--- src/rtl/adf4158_cfg.sv ---
// adf4158_cfg: loads ten 32-bit words into an ADF4158 over its 3-wire bus after enable.
// Optional lock wait: define ADF4158_LOCK_WAIT_EN to hold config_done until MUXOUT lock.
//
// Ports:
//   clk         system clock, sole clock domain
//   rst_n       asynchronous active-low reset
//   enable      level-sensitive start/hold; low aborts to idle on the next edge
//   muxout      ADF4158 MUXOUT lock detect (used only with ADF4158_LOCK_WAIT_EN)
//   config_done high once every word is written (and lock seen, if enabled)
//   ce          chip enable
//   le          load enable, high pulse latches the shifted word
//   sclk        serial clock
//   data        serial data, MSB first
//   txdata      ramp trigger, held low
module adf4158_cfg #(
    parameter int unsigned SCLK_HALF = 1,
    parameter int unsigned CE_WAIT   = 16,
    parameter logic [31:0] WORD0     = 32'h0000_0007,
    parameter logic [31:0] WORD1     = 32'h0000_A006,
    parameter logic [31:0] WORD2     = 32'h0080_A006,
    parameter logic [31:0] WORD3     = 32'h0012_4C85,
    parameter logic [31:0] WORD4     = 32'h0092_4C85,
    parameter logic [31:0] WORD5     = 32'h0018_C804,
    parameter logic [31:0] WORD6     = 32'h0000_0443,
    parameter logic [31:0] WORD7     = 32'h0740_8012,
    parameter logic [31:0] WORD8     = 32'h1234_5679,
    parameter logic [31:0] WORD9     = 32'hF812_0000
) (
    input  logic clk,
    input  logic rst_n,
    input  logic enable,
    input  logic muxout,
    output logic config_done,
    output logic ce,
    output logic le,
    output logic sclk,
    output logic data,
    output logic txdata
);

`ifdef ADF4158_LOCK_WAIT_EN
    typedef enum logic [2:0] {
        S_IDLE,
        S_CE_WAIT,
        S_SHIFT,
        S_LATCH,
        S_GAP,
        S_DONE,
        S_WAIT_LOCK
    } state_t;
`else
    typedef enum logic [2:0] {
        S_IDLE,
        S_CE_WAIT,
        S_SHIFT,
        S_LATCH,
        S_GAP,
        S_DONE
    } state_t;
`endif

    // One counter serves the CE settle time and every 2*SCLK_HALF
    // slot (one bit, the LE pulse, the inter-word gap).
    localparam int unsigned CNT_MAX =
        (CE_WAIT > 2 * SCLK_HALF) ? CE_WAIT : 2 * SCLK_HALF;
    localparam int unsigned CW = $clog2(CNT_MAX + 1);

    localparam logic [CW-1:0] CE_LAST  = CW'(CE_WAIT - 1);
    localparam logic [CW-1:0] SLOT_END = CW'(2 * SCLK_HALF - 1);
    localparam logic [CW-1:0] HALF     = CW'(SCLK_HALF);
    localparam logic [CW-1:0] CNT_ONE  = CW'(1);
    localparam logic [3:0]    LAST_WRD = 4'd9;

    state_t        state_q, state_d;
    logic [3:0]    word_q, word_d;
    logic [4:0]    bit_q, bit_d;
    logic [CW-1:0] cnt_q, cnt_d;

    logic ce_q, ce_d;
    logic le_q, le_d;
    logic sclk_q, sclk_d;
    logic data_q, data_d;
    logic done_q, done_d;

    logic [31:0] cur_word;

    function automatic logic [31:0] word_at(input logic [3:0] idx);
        logic [31:0] w;
        w = '0;
        case (idx)
            4'd0:    w = WORD0;
            4'd1:    w = WORD1;
            4'd2:    w = WORD2;
            4'd3:    w = WORD3;
            4'd4:    w = WORD4;
            4'd5:    w = WORD5;
            4'd6:    w = WORD6;
            4'd7:    w = WORD7;
            4'd8:    w = WORD8;
            4'd9:    w = WORD9;
            default: w = '0;
        endcase
        return w;
    endfunction

`ifdef ADF4158_LOCK_WAIT_EN
    logic lock_s1_q, lock_s1_d;
    logic lock_s2_q, lock_s2_d;

    always_comb begin
        lock_s1_d = muxout;
        lock_s2_d = lock_s1_q;
    end

    always_ff @(posedge clk or negedge rst_n) begin
        if (!rst_n) begin
            lock_s1_q <= 1'b0;
            lock_s2_q <= 1'b0;
        end else begin
            lock_s1_q <= lock_s1_d;
            lock_s2_q <= lock_s2_d;
        end
    end
`else
    logic unused_muxout;
    assign unused_muxout = muxout;
`endif

    // Next-state logic. Dropping enable wins over everything so an
    // aborted word never reaches its LE pulse.
    always_comb begin
        state_d = state_q;
        word_d  = word_q;
        bit_d   = bit_q;
        cnt_d   = cnt_q;

        if (!enable) begin
            state_d = S_IDLE;
            word_d  = '0;
            bit_d   = '0;
            cnt_d   = '0;
        end else begin
            unique case (state_q)
                S_IDLE: begin
                    state_d = S_CE_WAIT;
                    word_d  = '0;
                    bit_d   = '0;
                    cnt_d   = '0;
                end
                S_CE_WAIT: begin
                    if (cnt_q == CE_LAST) begin
                        state_d = S_SHIFT;
                        word_d  = '0;
                        bit_d   = 5'd31;
                        cnt_d   = '0;
                    end else begin
                        cnt_d = cnt_q + CNT_ONE;
                    end
                end
                S_SHIFT: begin
                    if (cnt_q == SLOT_END) begin
                        cnt_d = '0;
                        if (bit_q == 5'd0) begin
                            state_d = S_LATCH;
                        end else begin
                            bit_d = bit_q - 5'd1;
                        end
                    end else begin
                        cnt_d = cnt_q + CNT_ONE;
                    end
                end
                S_LATCH: begin
                    if (cnt_q == SLOT_END) begin
                        state_d = S_GAP;
                        cnt_d   = '0;
                    end else begin
                        cnt_d = cnt_q + CNT_ONE;
                    end
                end
                S_GAP: begin
                    if (cnt_q == SLOT_END) begin
                        cnt_d = '0;
                        if (word_q == LAST_WRD) begin
`ifdef ADF4158_LOCK_WAIT_EN
                            state_d = S_WAIT_LOCK;
`else
                            state_d = S_DONE;
`endif
                        end else begin
                            state_d = S_SHIFT;
                            word_d  = word_q + 4'd1;
                            bit_d   = 5'd31;
                        end
                    end else begin
                        cnt_d = cnt_q + CNT_ONE;
                    end
                end
`ifdef ADF4158_LOCK_WAIT_EN
                S_WAIT_LOCK: begin
                    if (lock_s2_q) begin
                        state_d = S_DONE;
                    end
                end
`endif
                S_DONE: begin
                    state_d = S_DONE;
                end
                default: begin
                    state_d = S_IDLE;
                    word_d  = '0;
                    bit_d   = '0;
                    cnt_d   = '0;
                end
            endcase
        end
    end

    // Outputs are registered from the next state so every pin changes
    // on the same edge as the state, glitch-free. The first half of
    // each bit slot keeps sclk low while data settles.
    always_comb begin
        cur_word = word_at(word_d);
        ce_d     = (state_d != S_IDLE);
        le_d     = (state_d == S_LATCH);
        sclk_d   = (state_d == S_SHIFT) && (cnt_d >= HALF);
        data_d   = (state_d == S_SHIFT) ? cur_word[bit_d] : 1'b0;
        done_d   = (state_d == S_DONE);
    end

    always_ff @(posedge clk or negedge rst_n) begin
        if (!rst_n) begin
            state_q <= S_IDLE;
            word_q  <= '0;
            bit_q   <= '0;
            cnt_q   <= '0;
            ce_q    <= 1'b0;
            le_q    <= 1'b0;
            sclk_q  <= 1'b0;
            data_q  <= 1'b0;
            done_q  <= 1'b0;
        end else begin
            state_q <= state_d;
            word_q  <= word_d;
            bit_q   <= bit_d;
            cnt_q   <= cnt_d;
            ce_q    <= ce_d;
            le_q    <= le_d;
            sclk_q  <= sclk_d;
            data_q  <= data_d;
            done_q  <= done_d;
        end
    end

    assign ce          = ce_q;
    assign le          = le_q;
    assign sclk        = sclk_q;
    assign data        = data_q;
    assign config_done = done_q;
    assign txdata      = 1'b0;

endmodule

--- config.mk ---
export PLATFORM = sky130hd
export DESIGN_NAME = adf4158_cfg
export DESIGN_NICKNAME = d
export VERILOG_FILES = /design/src/rtl/adf4158_cfg.sv
export SDC_FILE = /design/constraint.sdc
export NUM_CORES = 1
export LEC_CHECK = 0
export BUFFER_PORTS_ARGS = -buffer_cell sky130_fd_sc_hd__buf_2
export CORE_ASPECT_RATIO = 2
export CORE_MARGIN = 2
export CORE_UTILIZATION = 62
export CTS_BUF_LIST = sky130_fd_sc_hd__clkbuf_16
export DETAILED_ROUTE_END_ITERATION = 16
export GPL_TIMING_DRIVEN = 0
export PLACE_DENSITY = 0.8
export REMOVE_ABC_BUFFERS = 1
export SETUP_SLACK_MARGIN = 0.5
export SYNTH_ARGS = -nofsm -noshare
export SYNTH_HDL_FRONTEND = slang
export SYNTH_SLANG_ARGS = --single-unit
--- constraint.sdc ---
create_clock -name clk -period 4.7 [get_ports clk]
set_input_delay 0.94 -clock clk [delete_from_list [all_inputs] [get_ports clk]]
set_output_delay 0.94 -clock clk [all_outputs]
set_load 0.02 [all_outputs]
== Word level (Yosys, flattened, before mapping) ==
Memories as Yosys holds them, arrays and structs flattened.
Cells that the tools add are included.
W data, S select, Z words.

* Memory bits (read-only): 480
* Memories: 1
* Word-level logic and storage cells: 60
* Input port bits: 4
* Bits in registers: 22
* Output and inout port bits: 6

{| class="wikitable"
|+ Memories
! memory !! words !! bits a word !! read ports !! clocked after Yosys merged registers in !! wr ports !! RTL line !! source
|-
| (no name shown) || 16 || 30 || 1 || 0 || 0 || 90 || <nowiki>case (idx)</nowiki>
|}

* Eq/ne operators: 11
* $lt $le $gt $ge: 2
* Add/subtract/negate cells: 3
* Reductions and logical operators: 7
* Muxes and demuxes: 27

{| class="wikitable"
|+ Operator list
! kind !! number
|-
| $mux W5 || 9
|-
| $mux W3 || 7
|-
| $pmux W5 S4 || 1
|-
| $pmux W3 S6 || 1
|-
| $mux W4 || 4
|-
| $pmux W5 S3 || 1
|-
| $eq A3 B2 Y1 const B || 4
|-
| $pmux W4 S3 || 1
|-
| $eq A3 B3 Y1 const B || 3
|-
| $lt A5 B6 Y1 const B || 1
|-
| $reduce_or A3 Y1 || 2
|-
| $add A5 B1 Y5 const B || 1
|-
| $bmux W1 S5 || 1
|-
| $eq A5 B1 Y1 const B || 1
|-
| $eq A5 B4 Y1 const B || 1
|-
| $ge A5 B1 Y1 const B || 1
|-
| $logic_not A5 Y1 || 1
|-
| $sub A5 B1 Y5 const B || 1
|-
| $add A4 B1 Y4 const B || 1
|-
| $eq A4 B4 Y1 const B || 1
|-
| $eq A3 B1 Y1 const B || 1
|-
| $logic_not A3 Y1 || 1
|-
| $reduce_bool A3 Y1 || 1
|-
| $mux W1 || 2
|-
| 2 further kinds || 2
|}

== Depth between registers and ports, before layout ==
Gate-level depths: netlist of the first run.
An unclocked memory read counts as a cell.

* Depth after elaboration: 9
* Gate-level depth with buffers: 16
* Gate-level depth less buffers: 16

== Worst setup path after synthesis of the first run ==
OpenSTA, ideal clock, no wires.

* Kind: register -> register
* Start: reg cnt_q[1]
* End: reg data_q, in the netlist data
* Library setup time: 0.096 ns
* Arrival time: 3.350 ns
* Stages on the path, launching flop included: 16
* Period minus slack after synthesis: 3.446 ns
* Buffers on the path: 1
* Slack: 1.254 ns
* Data required time: 4.604 ns
* Cells stage by stage: dfrtp_1 > inv_1 > ha_1 > or4b_1 > buf_2 > or4_1 > nand3_1 > nand2_1 > inv_1 > ha_1 > inv_1 > nor3_1 > a221oi_2 > a2111oi_2 > a311oi_1 > nor4_2

* Word-level cells in the longest chain between the ends: 8
* Elaborated cells between the ends (all ways): 22
* Those cells by class: eq/ne (3); mux (18); memory (1)

{| class="wikitable"
|+ Ends and longest elaborated chain
! item !! RTL line !! source
|-
| from (decl) || 77 || <nowiki>logic [CW-1:0] cnt_q, cnt_d;</nowiki>
|-
| from (signal assigned) || 245 || <nowiki>cnt_q <= cnt_d;</nowiki>
|-
| $eq A5 B1 Y1 or $eq A5 B4 Y1 (tied branches) || 181, 151 ||
|-
| $mux W4, on equally long branches || 181, 151 ||
|-
| $pmux W4 S3 (*) || 143 || <nowiki>unique case (state_q)</nowiki>
|-
| $mux W4 (*) || 137 || <nowiki>if (!enable) begin</nowiki>
|-
| net word_d[1] || 75 || <nowiki>logic [3:0] word_q, word_d;</nowiki>
|-
| $mem_v2 Z16 W30 (*) || n/a ||
|-
| $bmux W1 S5 (*) || 226 || <nowiki>data_d = (state_d == S_SHIFT) ? cur_word[bit_d] : 1'b0;</nowiki>
|-
| $mux W1 (implied by the code) (*) || 226 ||
|-
| $mux W1 (*) || 226 ||
|-
| net data_d || 82 || <nowiki>logic data_q, data_d;</nowiki>
|-
| to (signal assigned) || 249 || <nowiki>data_q <= data_d;</nowiki>
|-
| to (decl) || 82 ||
|}

Mark *: on every way through the listed nets, which the timed path passes. The rest lies on a longest branch. The select of a mux whose other input is x is not followed.

== Worst setup path after layout of the first run ==
Ends and elaborated chain as after synthesis.

==> out/summary.log, run 1 <==
qor: run_status.run_status complete, no violations
qor: sta.max_slew.worst_pin.slew 684 ps
qor: min_path.min-delay-path-class register to register
qor: sta.fin_crit_sh 85.5%
qor: floorplanning.floorplan.core_area 3380 um^2
qor: clock_tree.ctsHtreeMaxLevel 1
qor: sta.achievable-frequency 249 MHz
qor: critical_path.timing.critical_path.fanout_max 17
qor: synthesis.synth_cells 261
qor: finish.area_growth 7.98%
qor: grt.largest_net_degree_at_the_start_of_global_routing 23
qor: sta.rsz0062_at_grt no
qor: critical_path.data_arrival_time_at_the_worst_slack_endpoint 4180 ps
qor: finish.layout.cells.most_common sky130_fd_sc_hd__dfrtp_1
qor: sta.finalSetupViolCount 0
qor: floorplanning.core.rowCount 30
qor: finish.drive_gt1_share 18.6%
qor: floorplanning.chipHeight 87.8 um
qor: clock_tree.cts_made_buffers 3
qor: critical_path.critical-path-max-stage-delay 620 ps
qor: clock_tree.cts_sinks 22
qor: min_path.hp-start cnt_q[0]
qor: route.routed-via-count 2,202
qor: finish.finish.net_count 282
qor: grt.antenna_found_initial 0
qor: synthesis.yosysSeqAreaShare 25.3%
qor: synthesis.synth_warnings 0
qor: synthesis.netlist_area 2180 um^2
qor: sta.final-hold-violation-count 0
qor: route.antenna_violating_nets_post_route 0
qor: min_path.hold_path_depth 1
qor: sta.finalSetupTns 0 ps
qor: place.detail_placement_hpwl 4510 um
qor: clock_tree.clk-insertion-delay-late 260 ps
qor: critical_path.crit_required 4860 ps
qor: critical_path.worstRegToRegCells 14
qor: power.static-leakage-power 1.02 nW
qor: synthesis.synth-main-ff-cell sky130_fd_sc_hd__dfrtp_1
qor: grt.grt_overflow 0
qor: critical_path.regToRegStartpoint cnt_q[1]
qor: min_path.hold_path_end cnt_q[0]
qor: finish.final_cell_mix 22 x sky130_fd_sc_hd__dfrtp_1, 21 x sky130_fd_sc_hd__nand2_1, 17 x sky130_fd_sc_hd__nor2_1
qor: sta.slew_limit_fails 0
qor: critical_path.critical_path_class register to register
qor: synthesis.ys_seq_elements 22
qor: route.avgRoutedWirePerCell 20.6 um
qor: critical_path.worstPathCellList inv_1 -> ha_1 -> or4b_4 -> or4_1 -> nand3_2 -> nand2_1 -> inv_1 -> ha_1 -> inv_1 -> nor3_1 -> a221oi_2 -> a2111oi_2 -> a311oi_1 -> nor4_2
qor: route.dr.first_iter.drc_count 105
qor: floorplanning.die_area 4030 um^2
qor: grt.gr-usage-all-layers 32.9%
qor: floorplanning.floorplan.die.width 45.9 um
qor: grt.grt_first_pass_wirelength 9740 um
qor: route.1st_pass_router_iterations 4
qor: route.wirelength 6100 um
qor: synthesis.syn-mean-instance-area 8.35 um^2
qor: critical_path.reg2reg_slack 680 ps
qor: sta.post-route-min-period 4020 ps
qor: clock_tree.clock-root-buffer sky130_fd_sc_hd__clkbuf_16
qor: critical_path.endpoint_kind register
qor: grt.number_of_global_route_vias_before_repair 2,210
qor: place.preCtsSetupSlack 327 ps
qor: place.portBuffers 7
qor: critical_path.crit-reg2reg-capture data
qor: floorplanning.io-pin-count 10
qor: synthesis.synth-async-reset-ratio 100%
qor: run.max_cap_viol 0
qor: critical_path.timing.critical_path.slowest_stage_cell sky130_fd_sc_hd__or4b_4
qor: sta.final.setup_skew 2.93 ps
qor: route.route.detailed.drc 0
qor: synthesis.yosysUniqueCellTypes 75
qor: critical_path.start_kind register
qor: clock_tree.cts_max_path_buffers 2
qor: critical_path.path_common_cell sky130_fd_sc_hd__inv_1
qor: power.power-per-cell-area 203 nW/um^2
qor: clock_tree.cts_tree done
qor: clock_tree.clock_slew_at_reported_path_ffs 60 ps
qor: place.replace_congestion 0.958
qor: sta.slew-limit-headroom 53.8%
qor: power.ir_drop 0.000120 V
qor: finish.antennaDiodeCount 0
qor: finish.n_fill_cell 286
qor: floorplanning.initial_utilization 64.5%
qor: synthesis.synth-edff-count 0
qor: sta.postLayoutSetupSlackWorst 681 ps
qor: route.routed_via_density 7.44
==> area by class of cell <==
| cell class | count | area [um^2] | share of cell area [%] |
|---|---|---|---|
| inverters | 17 | 63.8 | 2.71 |
| clock buffers | 3 | 75.1 | 3.19 |
| repair buffers | 13 | 80.1 | 3.40 |
| well taps | 32 | 40.0 | 1.70 |
| flip-flops and latches | 22 | 551 | 23.4 |
| multi-input cells | 208 | 1510 | 64.3 |
| clock inverters | 1 | 30.0 | 1.28 |
==> metrics by stage <==
stage | util [%] | area, um^2 | hold slack, ps | cells | total power [mW]
3_3_place_gp | 64.6 | 2180 | 555 | 286 | 0.233
3_5_place_dp | 64.8 | 2190 | 574 | 287 | 0.235
6_report | 69.6 | 2350 | 596 | 296 | 0.477
5_1_grt | 69.6 | 2350 | 601 | 296 | 0.490
4_1_cts | 68.3 | 2310 | 585 | 291 | 0.475
2_1_floorplan | - | 2110 | 513 | 247 | 0.220
==> worst max-delay path by stage <==
stage              from    to  slack, ps
3_5_place_dp   cnt_q[1]  data        330
6_report       cnt_q[1]  data        680
4_1_cts        cnt_q[1]  data        660
5_1_grt        cnt_q[0]  data        520
3_3_place_gp   cnt_q[1]  data        330
2_1_floorplan  cnt_q[1]  data       1060
==> power breakdown <==
group          leakage, nW  switching [mW]  internal [mW]  total [mW]
Sequential           0.303         0.00403          0.191       0.195
Clock               0.0511          0.0717          0.169       0.241
Combinational        0.667          0.0264         0.0142      0.0407
Total                 1.02           0.102          0.374       0.477
==> layer usage <==
layer  vias to the layer above  routed length (um)  track usage, %
met1                      1084                2110            30.4
li1                       1004                   -               -
met3                        33                 216            2.89
met2                        81                3420            61.4
met5                         -                   0               0
met4                         0                 349            23.1
==> synth_stat cells, types with 3 or more instances <==
cell,count,area [um^2]
sky130_fd_sc_hd__a21oi_1,14,70.1
sky130_fd_sc_hd__a22oi_1,3,22.5
sky130_fd_sc_hd__a311oi_1,4,35.0
sky130_fd_sc_hd__a31oi_1,7,43.8
sky130_fd_sc_hd__and2_1,4,25.0
sky130_fd_sc_hd__and3_1,5,31.3
sky130_fd_sc_hd__buf_2,6,30.0
sky130_fd_sc_hd__clkbuf_1,4,15.0
sky130_fd_sc_hd__dfrtp_1,22,551
sky130_fd_sc_hd__ha_1,13,163
sky130_fd_sc_hd__inv_1,15,56.3
sky130_fd_sc_hd__nand2_1,21,78.8
sky130_fd_sc_hd__nand3_1,13,65.1
sky130_fd_sc_hd__nand4_1,5,31.3
sky130_fd_sc_hd__nor2_1,18,67.6
sky130_fd_sc_hd__nor3_1,3,15.0
sky130_fd_sc_hd__nor3b_1,3,22.5
sky130_fd_sc_hd__nor4_2,3,37.5
sky130_fd_sc_hd__o211ai_1,6,45.0
sky130_fd_sc_hd__o21ai_0,13,65.1
sky130_fd_sc_hd__o22ai_1,3,18.8
sky130_fd_sc_hd__or2_2,3,18.8
sky130_fd_sc_hd__or3_1,4,25.0
==> registers in the layout, summed over array words and instances (netlist names) <==
signal       cells
le               1
config_done      1
bit_q            5
sclk             1
state_q          3
ce               1
data             1
word_q           4
cnt_q            5
==> cells by family (layout without fill, tap and decap cells) <==
logic type	Yosys count	after routing	synth area share, %
muxes	2	2	1.03
and+or+nand+nor	106	106	29.8
adders and majority gates	13	13	7.47
other	1	1	0.172
DFF	22	22	25.3
buffers and inverters	31	34	6.20
AOI/OAI and AO/OA	86	86	30.1
==> worst max-delay path, delay by kind of cell (launching register included) <==
kind                     cells  cell delay (ps)
AND/OR/NAND/NOR              6             2110
AO/OA/AOI/OAI                3              560
buffers and inverters        3              380
adder cells (fa/ha/maj)      2              470
flip-flops                   1              400
==> repair_timing <==
action / CTS / global route
pin swaps: 0 / 0
setup endpoints to repair: 1 / 1
setup buffers: 0 / 5
gates resized for setup: 2 / 2
hold buffers: 0 / 0
Power figures use the tool's default switching activity.
==> run 2, diff against run 1 <==
--- a/config.mk
+++ b/config.mk
@@ -8,11 +8,10 @@
 export BUFFER_PORTS_ARGS = -buffer_cell sky130_fd_sc_hd__buf_2
 export CORE_ASPECT_RATIO = 2
 export CORE_MARGIN = 2
-export CORE_UTILIZATION = 62
+export CORE_UTILIZATION = 40
 export CTS_BUF_LIST = sky130_fd_sc_hd__clkbuf_16
 export DETAILED_ROUTE_END_ITERATION = 16
 export GPL_TIMING_DRIVEN = 0
-export PLACE_DENSITY = 0.8
 export REMOVE_ABC_BUFFERS = 1
 export SETUP_SLACK_MARGIN = 0.5
 export SYNTH_ARGS = -nofsm -noshare
==> constraint.sdc (replaced) <==
create_clock -name clk -period 4.9 [get_ports clk]
set_input_delay 0.98 -clock clk [delete_from_list [all_inputs] [get_ports clk]]
set_output_delay 0.98 -clock clk [all_outputs]
set_load 0.02 [all_outputs]
==> out/summary.log, run 2 (same netlist as run 1, synthesis figures left out) <==
qor: route.highest-signal-layer met4
qor: clock_tree.ctsHtreeMaxLevel 1
qor: power.ir_drop 0.000184 V
qor: route.route.detailed.drc 0
qor: power.power-per-cell-area 171 nW/um^2
qor: grt.gr-usage-all-layers 20.1%
qor: floorplanning.initial_utilization 40.9%
qor: sta.fin_crit_sh 82.9%
qor: finish.antennaDiodeCount 0
qor: route.1st_pass_router_iterations 4
qor: clock_tree.holdBufCountCts 0
qor: place.detail_placement_hpwl 4170 um
qor: route.route.layer.met1.wl 2410 um
qor: grt.grt_overflow 0
qor: route.routed-wl-met2 2760 um
qor: place.portBuffers 7
qor: route.wl_met3 272 um
qor: critical_path.timing.critical_path.fanout_max 17
qor: critical_path.reg2reg_slack 840 ps
qor: route.wirelength 5650 um
qor: finish.n_fill_cell 517
qor: floorplanning.core.rowCount 38
qor: critical_path.endpoint_kind register
qor: power.total_power 0.399 mW
qor: sta.finalSetupTns 0 ps
qor: finish.area_growth 7.35%
qor: critical_path.start_kind register
qor: sta.final.setup_skew 0.930 ps
qor: sta.final-hold-violation-count 0
qor: clock_tree.clock-root-buffer sky130_fd_sc_hd__clkbuf_16
qor: finish.finish.net_count 280
qor: clock_tree.cts_max_path_buffers 2
qor: floorplanning.floorplan.die.width 56.2 um
qor: run.max_cap_viol 0
qor: sta.slew-limit-headroom 54.1%
qor: critical_path.data_arrival_time_at_the_worst_slack_endpoint 4220 ps
qor: floorplanning.chipHeight 108 um
qor: sta.achievable-frequency 246 MHz
qor: clock_tree.cts_made_buffers 3
qor: clock_tree.clk-insertion-delay-late 260 ps
qor: route.routed-via-count 2,085
qor: critical_path.critical_path_class register to register
qor: run_status.run_status complete, no violations
qor: route.antenna_violating_nets_post_route 0
qor: sta.max_slew.worst_pin.slew 685 ps
qor: route.avgRoutedWirePerCell 17.5 um
qor: sta.finalSetupViolCount 0
qor: finish.final_cell_mix 22 x sky130_fd_sc_hd__dfrtp_1, 21 x sky130_fd_sc_hd__nand2_1, 18 x sky130_fd_sc_hd__nor2_1
qor: critical_path.worstRegToRegCells 14
qor: sta.rsz0062_at_grt no
qor: clock_tree.clock_slew_at_reported_path_ffs 60 ps
qor: clock_tree.cts_sinks 22
qor: clock_tree.cts_tree done
qor: min_path.min-delay-path-class register to register
qor: grt.largest_net_degree_at_the_start_of_global_routing 23
qor: route.routed_via_density 6.48
qor: finish.layout.cells.most_common sky130_fd_sc_hd__dfrtp_1
qor: floorplanning.floorplan.core_area 5330 um^2
qor: sta.post-route-min-period 4060 ps
qor: grt.grt_first_pass_wirelength 9690 um
qor: critical_path.crit_required 5060 ps
qor: grt.antenna_found_initial 0
qor: floorplanning.io-pin-count 10
qor: sta.slew_limit_fails 0
qor: route.dr.first_iter.drc_count 128
qor: floorplanning.die_area 6090 um^2
qor: place.replace_congestion 0.898
qor: finish.drive_gt1_share 16.8%
qor: finish.largestRegisters bit_q: 5 flops, cnt_q: 5 flops, word_q: 4 flops
qor: grt.number_of_global_route_vias_before_repair 1,981
qor: min_path.hold_path_depth 1
qor: power.static-leakage-power 0.991 nW
==> run 2: cell count changes in the layout (fill, tap and decap cells not counted), sizes merged <==
cell and change:
bufinv -1, clkinv +1, buf -2
==> run 2: repair_timing <==
action	CTS	global route
setup buffers	0	3
setup endpoints to repair	1	1
resized for setup	1	1
==> run 2: per-stage QoR <==
stage               setup slack (ps)  std cells  utilization, %  area, um^2  hold slack, ps
floorplan                       1260        247               -        2110             513
global placement                 547        314            41.6        2220             552
detailed placement               466        315            41.8        2220             558
CTS                              589        319            43.4        2310             570
global route                     528        322            43.9        2340             604
finish                           840        322            43.9        2340             576
==> run 2: layout make-up <==
type                       count  area (um^2)  share of cell area (%)
timing repair buffer          11         65.1                    2.78
clock buffer                   3         75.1                    3.21
inverter                      17         63.8                    2.73
tap                           60         75.1                    3.21
multi-input combinational    208         1510                    64.4
clock inverter                 1         3.75                   0.161
sequential                    22          551                    23.5
==> run 2: path summary, 6_finish.rpt <==
| check | startpoint | endpoint |
|---|---|---|
| setup / recovery | cnt_q[1] | data |
| max in group asynchronous | rst_n | word_q[1] |
| setup reg to reg | cnt_q[1] | data |
| hold reg to reg | cnt_q[0] | cnt_q[0] |
| min in group asynchronous | rst_n | config_done |
| hold / removal | cnt_q[0] | cnt_q[0] |
==> run 2: where the power goes <==
part	switching, mW	internal (mW)	total, mW
sequential	0.00363	0.183	0.187
clock	0.0663	0.109	0.175
combinational	0.0246	0.0127	0.0373
==> run 2: layer usage <==
metal  vias to the layer above  global-route usage [%]
li1                       1005                       -
met3                        15                    1.32
met2                        81                    32.3
met4                         0                    11.4
met1                       984                    26.4
met5                         -                       0
==> run 2: critical path, stage by stage, from the launching register on <==
cell and delay [ps]:
sky130_fd_sc_hd__dfrtp_1 400, sky130_fd_sc_hd__inv_1 80, sky130_fd_sc_hd__ha_1 170, sky130_fd_sc_hd__or4b_4 610, sky130_fd_sc_hd__or4_1 540, sky130_fd_sc_hd__nand3_1 300, sky130_fd_sc_hd__nand2_1 160, sky130_fd_sc_hd__inv_1 160
sky130_fd_sc_hd__ha_1 280, sky130_fd_sc_hd__inv_1 130, sky130_fd_sc_hd__nor3_1 310, sky130_fd_sc_hd__a221oi_2 110, sky130_fd_sc_hd__a2111oi_2 360, sky130_fd_sc_hd__a311oi_1 90, sky130_fd_sc_hd__nor4_2 250
